$ cat config.mk
export PLATFORM = sky130hd
export DESIGN_NAME = fifo_wr_arbiter
export DESIGN_NICKNAME = d
export VERILOG_FILES = /design/src/rtl/fifo_wr_arbiter.sv
export SDC_FILE = /design/constraint.sdc
export NUM_CORES = 1
export LEC_CHECK = 0
export CAP_MARGIN = 20
export CORE_UTILIZATION = 37
export DETAILED_ROUTE_END_ITERATION = 12
export MAX_ROUTING_LAYER = met4
export PLACE_DENSITY_LB_ADDON = 0.08
export SLEW_MARGIN = 20
export SYNTH_ARGS = -nofsm -noshare
export SYNTH_HDL_FRONTEND = slang
export SYNTH_SLANG_ARGS = --single-unit
$ cat constraint.sdc
create_clock -name clk -period 2.7 [get_ports clk]
set_input_delay 0.675 -clock clk [delete_from_list [all_inputs] [get_ports clk]]
set_output_delay 0.675 -clock clk [all_outputs]
set_load 0.03 [all_outputs]
$ cat src/rtl/fifo_wr_arbiter.sv
// Round-robin owner of the async FIFO write port: grants bursts of up to
// MAX_BURST beats to one requester at a time and gates pushes with fifo_full.
module fifo_wr_arbiter #(
   parameter int N_REQ     = 4,
   parameter int W_DATA    = 8,
   parameter int MAX_BURST = 4
) (
   input  logic                      clk,
   input  logic                      rst,
   input  logic [N_REQ-1:0]          req,
   input  logic [N_REQ*W_DATA-1:0]   req_data,
   input  logic                      fifo_full,
   output logic [N_REQ-1:0]          grant,
   output logic [N_REQ-1:0]          ack,
   output logic                      fifo_push,
   output logic [W_DATA-1:0]         fifo_data
);

   localparam int PTR_W = (N_REQ > 1) ? $clog2(N_REQ) : 1;
   localparam int CNT_W = $clog2(MAX_BURST + 1);
   localparam logic [CNT_W-1:0] LAST_BEAT = CNT_W'(MAX_BURST - 1);

   typedef enum logic {IDLE, BUSY} state_t;

   state_t             state_q, state_d;
   logic [PTR_W-1:0]   owner_q, owner_d;
   logic [PTR_W-1:0]   ptr_q, ptr_d;
   logic [CNT_W-1:0]   cnt_q, cnt_d;
   logic [N_REQ-1:0]   grant_q, grant_d;
   logic [PTR_W-1:0]   win;
   logic               win_vld;
   logic               accept;
   logic               release_own;

   // Scan offsets from far to near so the set bit closest to ptr_q is written last and wins.
   always_comb begin
      int               idx;
      logic [PTR_W-1:0] idx_w;
      // NOTE: every combinational output gets a default before any branch, so no latch is inferred.
      win     = '0;
      win_vld = 1'b0;
      idx     = 0;
      idx_w   = '0;
      for (int k = N_REQ - 1; k >= 0; k--) begin
         idx = int'(ptr_q) + k;
         if (idx >= N_REQ) idx = idx - N_REQ;
         idx_w = PTR_W'(idx);
         if (req[idx_w]) begin
            win     = idx_w;
            win_vld = 1'b1;
         end
      end
   end

   assign accept      = (state_q == BUSY) && req[owner_q] && !fifo_full;
   assign release_own = (state_q == BUSY) &&
                        (!req[owner_q] || (accept && (cnt_q == LAST_BEAT)));

   assign grant     = grant_q;
   assign fifo_push = accept;
   assign ack       = grant_q & {N_REQ{accept}};
   assign fifo_data = (state_q == BUSY) ? req_data[owner_q*W_DATA +: W_DATA] : '0;

   always_comb begin
      state_d = state_q;
      owner_d = owner_q;
      ptr_d   = ptr_q;
      cnt_d   = cnt_q;
      grant_d = grant_q;
      if ((state_q == IDLE) || release_own) begin
         cnt_d = '0;
         if (win_vld) begin
            state_d = BUSY;
            owner_d = win;
            ptr_d   = (int'(win) == N_REQ - 1) ? '0 : win + 1'b1;
            grant_d = N_REQ'(1) << win;
         end else begin
            state_d = IDLE;
            grant_d = '0;
         end
      end else if (accept) begin
         cnt_d = cnt_q + 1'b1;
      end
   end

   always_ff @(posedge clk) begin
      // NOTE: sequential state uses non-blocking assignments so every register samples pre-edge values.
      if (rst) begin
         state_q <= IDLE;
         owner_q <= '0;
         ptr_q   <= '0;
         cnt_q   <= '0;
         grant_q <= '0;
      end else begin
         state_q <= state_d;
         owner_q <= owner_d;
         ptr_q   <= ptr_d;
         cnt_q   <= cnt_d;
         grant_q <= grant_d;
      end
   end

endmodule

==> results.txt, run 1 <==
----------------------------------------------------
[STA]
  Post-layout minimum cycle time ... ~2.6 ns
  Post-route fraction of the period consumed by the critical path ... between 90% and 100%
  Final number of hold-violating endpoints ... 0
  Worst setup skew after layout ... roughly 0.0056 ns
  Worst slew pin tran ... 0.502 ns
  Final Hold Slack ... 0.509 ns
  Fmax ... approximately 380 MHz
  Worst slew margin relative to its limit ... 66.4%
  RSZ-0062 raised after global routing ... no
  Max-slew violation count ... 0
  Fin Setup TNS ... 0 ns
  Total setup violations reported at the end of the flow ... 0

[Final layout]
  Layout area overhead ... 73.7%
  Most common library cell in the layout ignoring fill and taps ... clkdlybuf4s50_1
  Leading cell types in the layout, fill and taps excluded ... clkdlybuf4s50_1, buf_4, dfxtp_1
  Fraction of layout instances using a drive strength above 1 ... a little over a quarter
  Net total in the final layout ... 199
  Filler Cell Count ... around 190
  Diode insertion count for antenna repair ... 0

[Die]
  Initial Util ... between 40% and 50%
  Die span in y ... ~52 µm
  Number of ports placed on the die boundary ... 56
  Overall die width ... between 50 and 60 µm
  Core outline area ... approximately 0.0023 mm²
  Site row count ... 17
  Die Area ... 0.00267 mm²

[Outcome]
  Status ... complete, no violations

[Place]
  RD Place Congestion ... around 0.74
  Number of port buffers ... 55
  Half-perimeter wire length after placement ... around 2.1 mm

[Global route]
  Number of antenna violations at the first check in global routing ... 0
  Gr usage total ... 22.1%
  Total congestion overflow after global routing ... 0
  Via count of the first global-routing pass ... around 1,000
  Maximum number of pins on one net before global-route repair ... 13
  Wire length of the first global-routing pass ... roughly 4.3 mm

[Power and ir drop]
  Maximum vdd ir drop ... between 0.0005 and 0.0006 V
  Gate power share ... between 40 and 50%
  Leak ... 0.660 nW
  Internal ... around 460 µW
  Sw power ... 233 µW
  Share of total power in sequential cells ... between 30% and 40%
  Clock network fraction of design power ... a little over a fifth
  Net switching share of the total power ... between 30% and 40%
  Pwr per Cell Area ... roughly 440 mW/mm²

[Critical path]
  Family with the most delay on the worst path ... buffers and inverters
  CP Buf/Inv Count ... 2
  CP arrival ... roughly 2.0 ns
  Cell at the slowest stage of the critical path ... mux4_2
  Cell Chain, Critical Path ... clkdlybuf4s50_1, mux4_2, and2_1, clkdlybuf4s15_2
  Critical path startpoint category ... input port
  Required time at the endpoint of the critical path ... between 2 and 2.5 ns
  Worst Setup End Kind ... output pin
  Worst-path maximum fanout ... 1
  Maximum cell stage delay along the critical path ... ~0.45 ns
  Crit Path Class ... in2out

[Yosys]
  Mapped cell area ... approximately 900 µm²
  Total number of yosys warnings ... 0
  Average instance area after synthesis ... 10.6 µm²
  Post-synthesis cell type count ... 33
  Flip-flop and latch count after synthesis ... 12
  Post-synthesis cell count ... 86
  Syn_nets ... 131
  Share of synthesized area occupied by flip-flops and latches ... approximately a quarter

[Clock network]
  Latest clock arrival within the worst-skew pair ... roughly 0.28 ns
  CTS H-Tree Depth ... 1
  CTS root buffer ... clkbuf_4
  TritonCTS clock tree ... done
  Number of CTS-inserted buffers ... 3
  Clock Tree Buf Depth ... 2
  Clock net sink count ... 12
  Clock edge transition at the registers on the reported setup and hold paths ... 0.07 ns
  Buffers inserted during post-CTS setup optimization ... 0

[Detailed routing]
  Initial drt markers ... 10
  Vias per std cell ... approximately 5.3
  Number of DRC violations after detailed routing ... 0
  Via count of the routed design ... approximately 960
  Wirelength per Cell ... approximately 15 µm
  Antenna-violating nets left ... 0
  Total length of routed wires ... between 2 and 3 mm
  Detailed Routing Iterations Pass 1 ... 4

[Worst hold path]
  Hold/Removal Path Class ... reg2reg

[Flow run]
  Max capacitance violation total ... 0

----------------------------------------------------
sequential cells by signal (all words and copies together), names as in the netlist:
name,cells
state_q,1
grant,4
cnt_q,3
owner_q,2
ptr_q,2
per-layer routing:
metal  part of all wire (%)  global-route usage [%]  routed length, µm
met2                     56                    43.3               1490
met4                      0                    3.15                  0
met3                    6.4                    5.56                171
met1                     38                    22.3               1010
met5                      0                       -                  0
path summary, 6_finish.rpt:
| kind | start | endpoint | slack [ns] | cells after the start |
|---|---|---|---|---|
| setup reg to reg | owner_q[0]$_SDFFE_PP0P_ | owner_q[0]$_SDFFE_PP0P_ | 0.65 | 6 |
| hold reg to reg | grant[1]$_SDFFE_PP0P_ | grant[1]$_SDFFE_PP0P_ | 0.51 | 1 |
| setup / recovery | req_data[27] | fifo_data[3] | 0.06 | 4 |
| hold / removal | grant[1]$_SDFFE_PP0P_ | grant[1]$_SDFFE_PP0P_ | 0.51 | 1 |
cells in the mapped netlist:
| cell | n | area (µm²) |
|---|---|---|
| and2_1 | 12 | 75.1 |
| dfxtp_1 | 12 | 240 |
| nor2_1 | 8 | 30.0 |
| ha_1 | 6 | 75.1 |
| mux4_2 | 5 | 113 |
| a22o_1 | 4 | 35.0 |
| inv_1 | 4 | 15.0 |
| mux4_1 | 4 | 105 |
| nor2b_1 | 4 | 25.0 |
| clkbuf_1 | 2 | 7.51 |
| nand3_1 | 2 | 10.0 |
| nor3b_1 | 2 | 15.0 |
| a211oi_1 | 1 | 7.51 |
| a21boi_0 | 1 | 7.51 |
| a21oi_1 | 1 | 5.00 |
| a31o_1 | 1 | 8.76 |
| a31o_4 | 1 | 17.5 |
| a31oi_1 | 1 | 6.26 |
| and3_4 | 1 | 11.3 |
| buf_6 | 1 | 11.3 |
| clkbuf_2 | 1 | 5.00 |
| mux2i_1 | 1 | 10.0 |
| nand2_1 | 1 | 3.75 |
| nand2b_1 | 1 | 6.26 |
| nand4_1 | 1 | 6.26 |
| nor2_2 | 1 | 6.26 |
| nor3_1 | 1 | 5.00 |
| nor4_1 | 1 | 6.26 |
| o22a_1 | 1 | 8.76 |
| o31ai_1 | 1 | 7.51 |
| o32ai_1 | 1 | 8.76 |
| o41ai_1 | 1 | 8.76 |
| xor2_1 | 1 | 8.76 |
area by class of cell:
| cell class | count | area (µm²) | share of cell area, % |
|---|---|---|---|
| clock buffers | 4 | 36.3 | 2.29 |
| flip-flops and latches | 12 | 240 | 15.2 |
| well taps | 28 | 35.0 | 2.21 |
| inverters | 4 | 15.0 | 0.948 |
| multi-input cells | 66 | 641 | 40.4 |
| repair buffers | 67 | 617 | 38.9 |
stage by stage:
| step | power (mW) | std cells | utilization [%] | instance area, µm² | setup slack, ns |
|---|---|---|---|---|---|
| after global routing | 0.730 | 181 | 69.6 | 1580 | 0.00382 |
| after global placement | 0.550 | 177 | 68.2 | 1550 | -0.279 |
| after floorplan | 0.407 | 86 | - | 912 | 0.133 |
| after CTS | 0.702 | 181 | 70.9 | 1610 | -0.00187 |
| final | 0.692 | 181 | 69.6 | 1580 | 0.0603 |
| after detailed placement | 0.560 | 177 | 68.2 | 1550 | -0.313 |
worst reg2reg max path, delay by kind of cell (launching register included):
kind,cells,cell delay [ns]
buf+inv,2,0.35
compound gates,2,0.42
mux,1,0.52
flops,1,0.48
simple gates,1,0.18
power groups by stage:
| stage | registers [mW] | logic, mW | clock network (mW) |
|---|---|---|---|
| finish | 0.228 | 0.321 | 0.144 |
| global route | 0.232 | 0.346 | 0.152 |
| CTS | 0.228 | 0.329 | 0.145 |
| detailed placement | 0.231 | 0.329 | 0 |
| global placement | 0.229 | 0.321 | 0 |
| floorplan | 0.229 | 0.178 | 0 |
what timing repair did:
action | CTS | global route
pin swaps | 0 | 0
gates resized for setup | 34 | 9
endpoints found under the setup margin | 13 | 5
hold buffers | 0 | 0
logic make-up after synthesis:
kind of cell	Yosys count	share of synthesized area, %
buffers and inverters	8	4.25
AND/OR/NAND/NOR	35	21.9
flip-flops	12	26.3
XOR/XNOR	1	0.960
adder cells (fa/ha/maj)	6	8.23
AO/OA/AOI/OAI	14	13.3
multiplexers	10	25.0
Note: power is estimated with default switching activity, not from simulation.
==> inputs of run 2 (changes only) <==
--- a/config.mk
+++ b/config.mk
@@ -8,7 +8,6 @@
 export CAP_MARGIN = 20
 export CORE_UTILIZATION = 37
 export DETAILED_ROUTE_END_ITERATION = 12
-export MAX_ROUTING_LAYER = met4
 export PLACE_DENSITY_LB_ADDON = 0.08
 export SLEW_MARGIN = 20
 export SYNTH_ARGS = -nofsm -noshare
==> results of run 2 <==
Final layout, timing and power as in run 1 (identical DEF).
Main changes from that run: final weighted congestion in routability-driven placement 0.736 -> 0.727; wire length of the first global-routing pass 4290 µm -> 4280 µm; via count of the first global-routing pass 1012 -> 1014; overall routing resource usage 22.1% -> 21.5%; met1 usage 22.3% -> 22.1%
==> inputs of run 3 (changes only) <==
--- a/config.mk
+++ b/config.mk
@@ -9,6 +9,7 @@
 export CORE_UTILIZATION = 37
 export DETAILED_ROUTE_END_ITERATION = 12
 export PLACE_DENSITY_LB_ADDON = 0.08
+export SETUP_SLACK_MARGIN = 0.3
 export SLEW_MARGIN = 20
 export SYNTH_ARGS = -nofsm -noshare
 export SYNTH_HDL_FRONTEND = slang
==> results.txt, run 3 (synthesis results as in run 1) <==
----------------------------------------------------
[Global route]
  Via count of the first global-routing pass ... roughly 930
  Number of antenna violations at the first check in global routing ... 0
  Gr usage total ... a little under a quarter
  Total congestion overflow after global routing ... 0
  Wire length of the first global-routing pass ... approximately 4.4 mm
  Maximum number of pins on one net before global-route repair ... 12

[Outcome]
  Status ... complete, no violations

[STA]
  Total setup violations reported at the end of the flow ... 0
  Final number of hold-violating endpoints ... 0
  Final Hold Slack ... ~0.50 ns
  Fin Setup TNS ... 0 ns
  Worst slew pin tran ... between 0.4 and 0.5 ns
  Fmax ... ~420 MHz
  Worst setup skew after layout ... about 0.00085 ns
  Worst slew margin relative to its limit ... approximately 68%
  Post-layout minimum cycle time ... approximately 2.4 ns
  Post-route fraction of the period consumed by the critical path ... 88.7%
  Max-slew violation count ... 0
  RSZ-0062 raised after global routing ... yes
  Min setup slack post-route ... 0.306 ns

[Final layout]
  Net total in the final layout ... about 200
  Most common library cell in the layout ignoring fill and taps ... dlygate4sd2_1
  Core utilization of the finished layout ... a little under three quarters
  FF+latch area ... 244 µm²
  Fraction of layout instances using a drive strength above 1 ... about two fifths
  Max reg flops ... 4
  Leading cell types in the layout, fill and taps excluded ... dlygate4sd2_1, buf_6, buf_4
  Non-Filler Cell Area, Final ... 0.00163 mm²
  Diode insertion count for antenna repair ... 0
  Layout area overhead ... 78.7%
  Area occupied by multi-input gates ... around 660 µm²
  Number of standard cells in the final layout excluding fillers ... between 150 and 200
  Filler Cell Count ... 184

[Place]
  Pre-CTS setup slack ... -0.536 ns
  RD Place Congestion ... ~0.73
  Total cell area at the placement stage ... 0.00156 mm²
  Number of port buffers ... 55
  Half-perimeter wire length after placement ... 2.20 mm
  Number of instances in the placed design ... about 180

[Die]
  Initial Util ... between 40 and 50%
  Number of ports placed on the die boundary ... 56
  Die Area ... roughly 0.0027 mm²
  Die span in y ... 51.7 µm
  Core outline area ... approximately 0.0023 mm²
  Site row count ... 17
  Overall die width ... 51.7 µm

[Critical path]
  Cell at the slowest stage of the critical path ... mux4_2
  Crit Path Class ... in2out
  Worst-path maximum fanout ... 5
  Critical path startpoint category ... input port
  CP arrival ... approximately 1.7 ns
  Cell type with the highest occurrence count on the critical path ... buf_6
  Required time at the endpoint of the critical path ... ~2 ns
  Cell Chain, Critical Path ... buf_6, mux4_2, nand2_4, nor2_4, and2_4, buf_6
  Maximum cell stage delay along the critical path ... a little over 0.5 ns
  Worst Setup End Kind ... output pin

[Clock network]
  Latest clock arrival within the worst-skew pair ... ~0.27 ns
  Clock edge transition at the registers on the reported setup and hold paths ... roughly 0.08 ns
  Number of CTS-inserted buffers ... 3
  CTS root buffer ... clkbuf_4
  Clock Tree Buf Depth ... 2
  CTS H-Tree Depth ... 1
  TritonCTS clock tree ... done
  Clock net sink count ... 12
  Hold-fix buffers, CTS ... 0

[Detailed routing]
  Vias per std cell ... 5.23
  Number of DRC violations after detailed routing ... 0
  Antenna-violating nets left ... 0
  Via count of the routed design ... 958
  Detailed Routing Iterations Pass 1 ... 7
  Initial drt markers ... 12
  Total length of routed wires ... roughly 2.8 mm
  Wirelength per Cell ... about 15 µm

[Power and ir drop]
  Pwr per Cell Area ... between 400 and 500 mW/mm²
  Total Power Consumption ... 725 µW
  Maximum vdd ir drop ... about 0.00046 V
  Leak ... about 0.74 nW

[Flow run]
  Max capacitance violation total ... 0

[Worst hold path]
  Hold/Removal Path Class ... reg2reg

----------------------------------------------------
## run 3: critical path, delay by kind of cell
kind	cells	cell delay, ns
simple gates	3	0.32
buf+inv	2	0.22
mux	1	0.51
## run 3: layer usage
metal	part of all wire (%)	global-route usage, %	vias up
met5	0	0	-
met2	56	45.0	41
met3	6.8	5.85	4
met4	0.39	4.05	0
met1	36	24.3	452
li1	-	-	461
## run 3: worst paths after layout
kind	startpoint	to	slack [ns]	cells past startpoint
setup reg to reg	owner_q[0]$_SDFFE_PP0P_	owner_q[0]$_SDFFE_PP0P_	0.89	5
hold / removal	cnt_q[2]$_SDFFE_PP0N_	cnt_q[2]$_SDFFE_PP0N_	0.50	2
hold reg to reg	cnt_q[2]$_SDFFE_PP0N_	cnt_q[2]$_SDFFE_PP0N_	0.50	2
setup / recovery	req[3]	ack[3]	0.31	6
## run 3: final cells by class
| class | instances | share of cell area (%) |
|---|---|---|
| clock buffers | 4 | 2.23 |
| inverters | 4 | 0.921 |
| multi-input cells | 66 | 40.7 |
| flip-flops and latches | 12 | 15.0 |
| well taps | 28 | 2.15 |
| repair buffers | 69 | 39.1 |
## run 3: timing repair
item,in CTS,in global routing
buffers inserted,1,1
pin swaps,14,3
setup endpoints to repair,14,7
resized for setup,148,11
## run 3: power by group
| group | total (mW) | internal (mW) | switching (mW) | leakage, nW |
|---|---|---|---|---|
| clock network | 0.144 | 0.0819 | 0.0621 | 0.0210 |
| registers | 0.219 | 0.199 | 0.0203 | 0.0992 |
| logic | 0.362 | 0.200 | 0.162 | 0.621 |
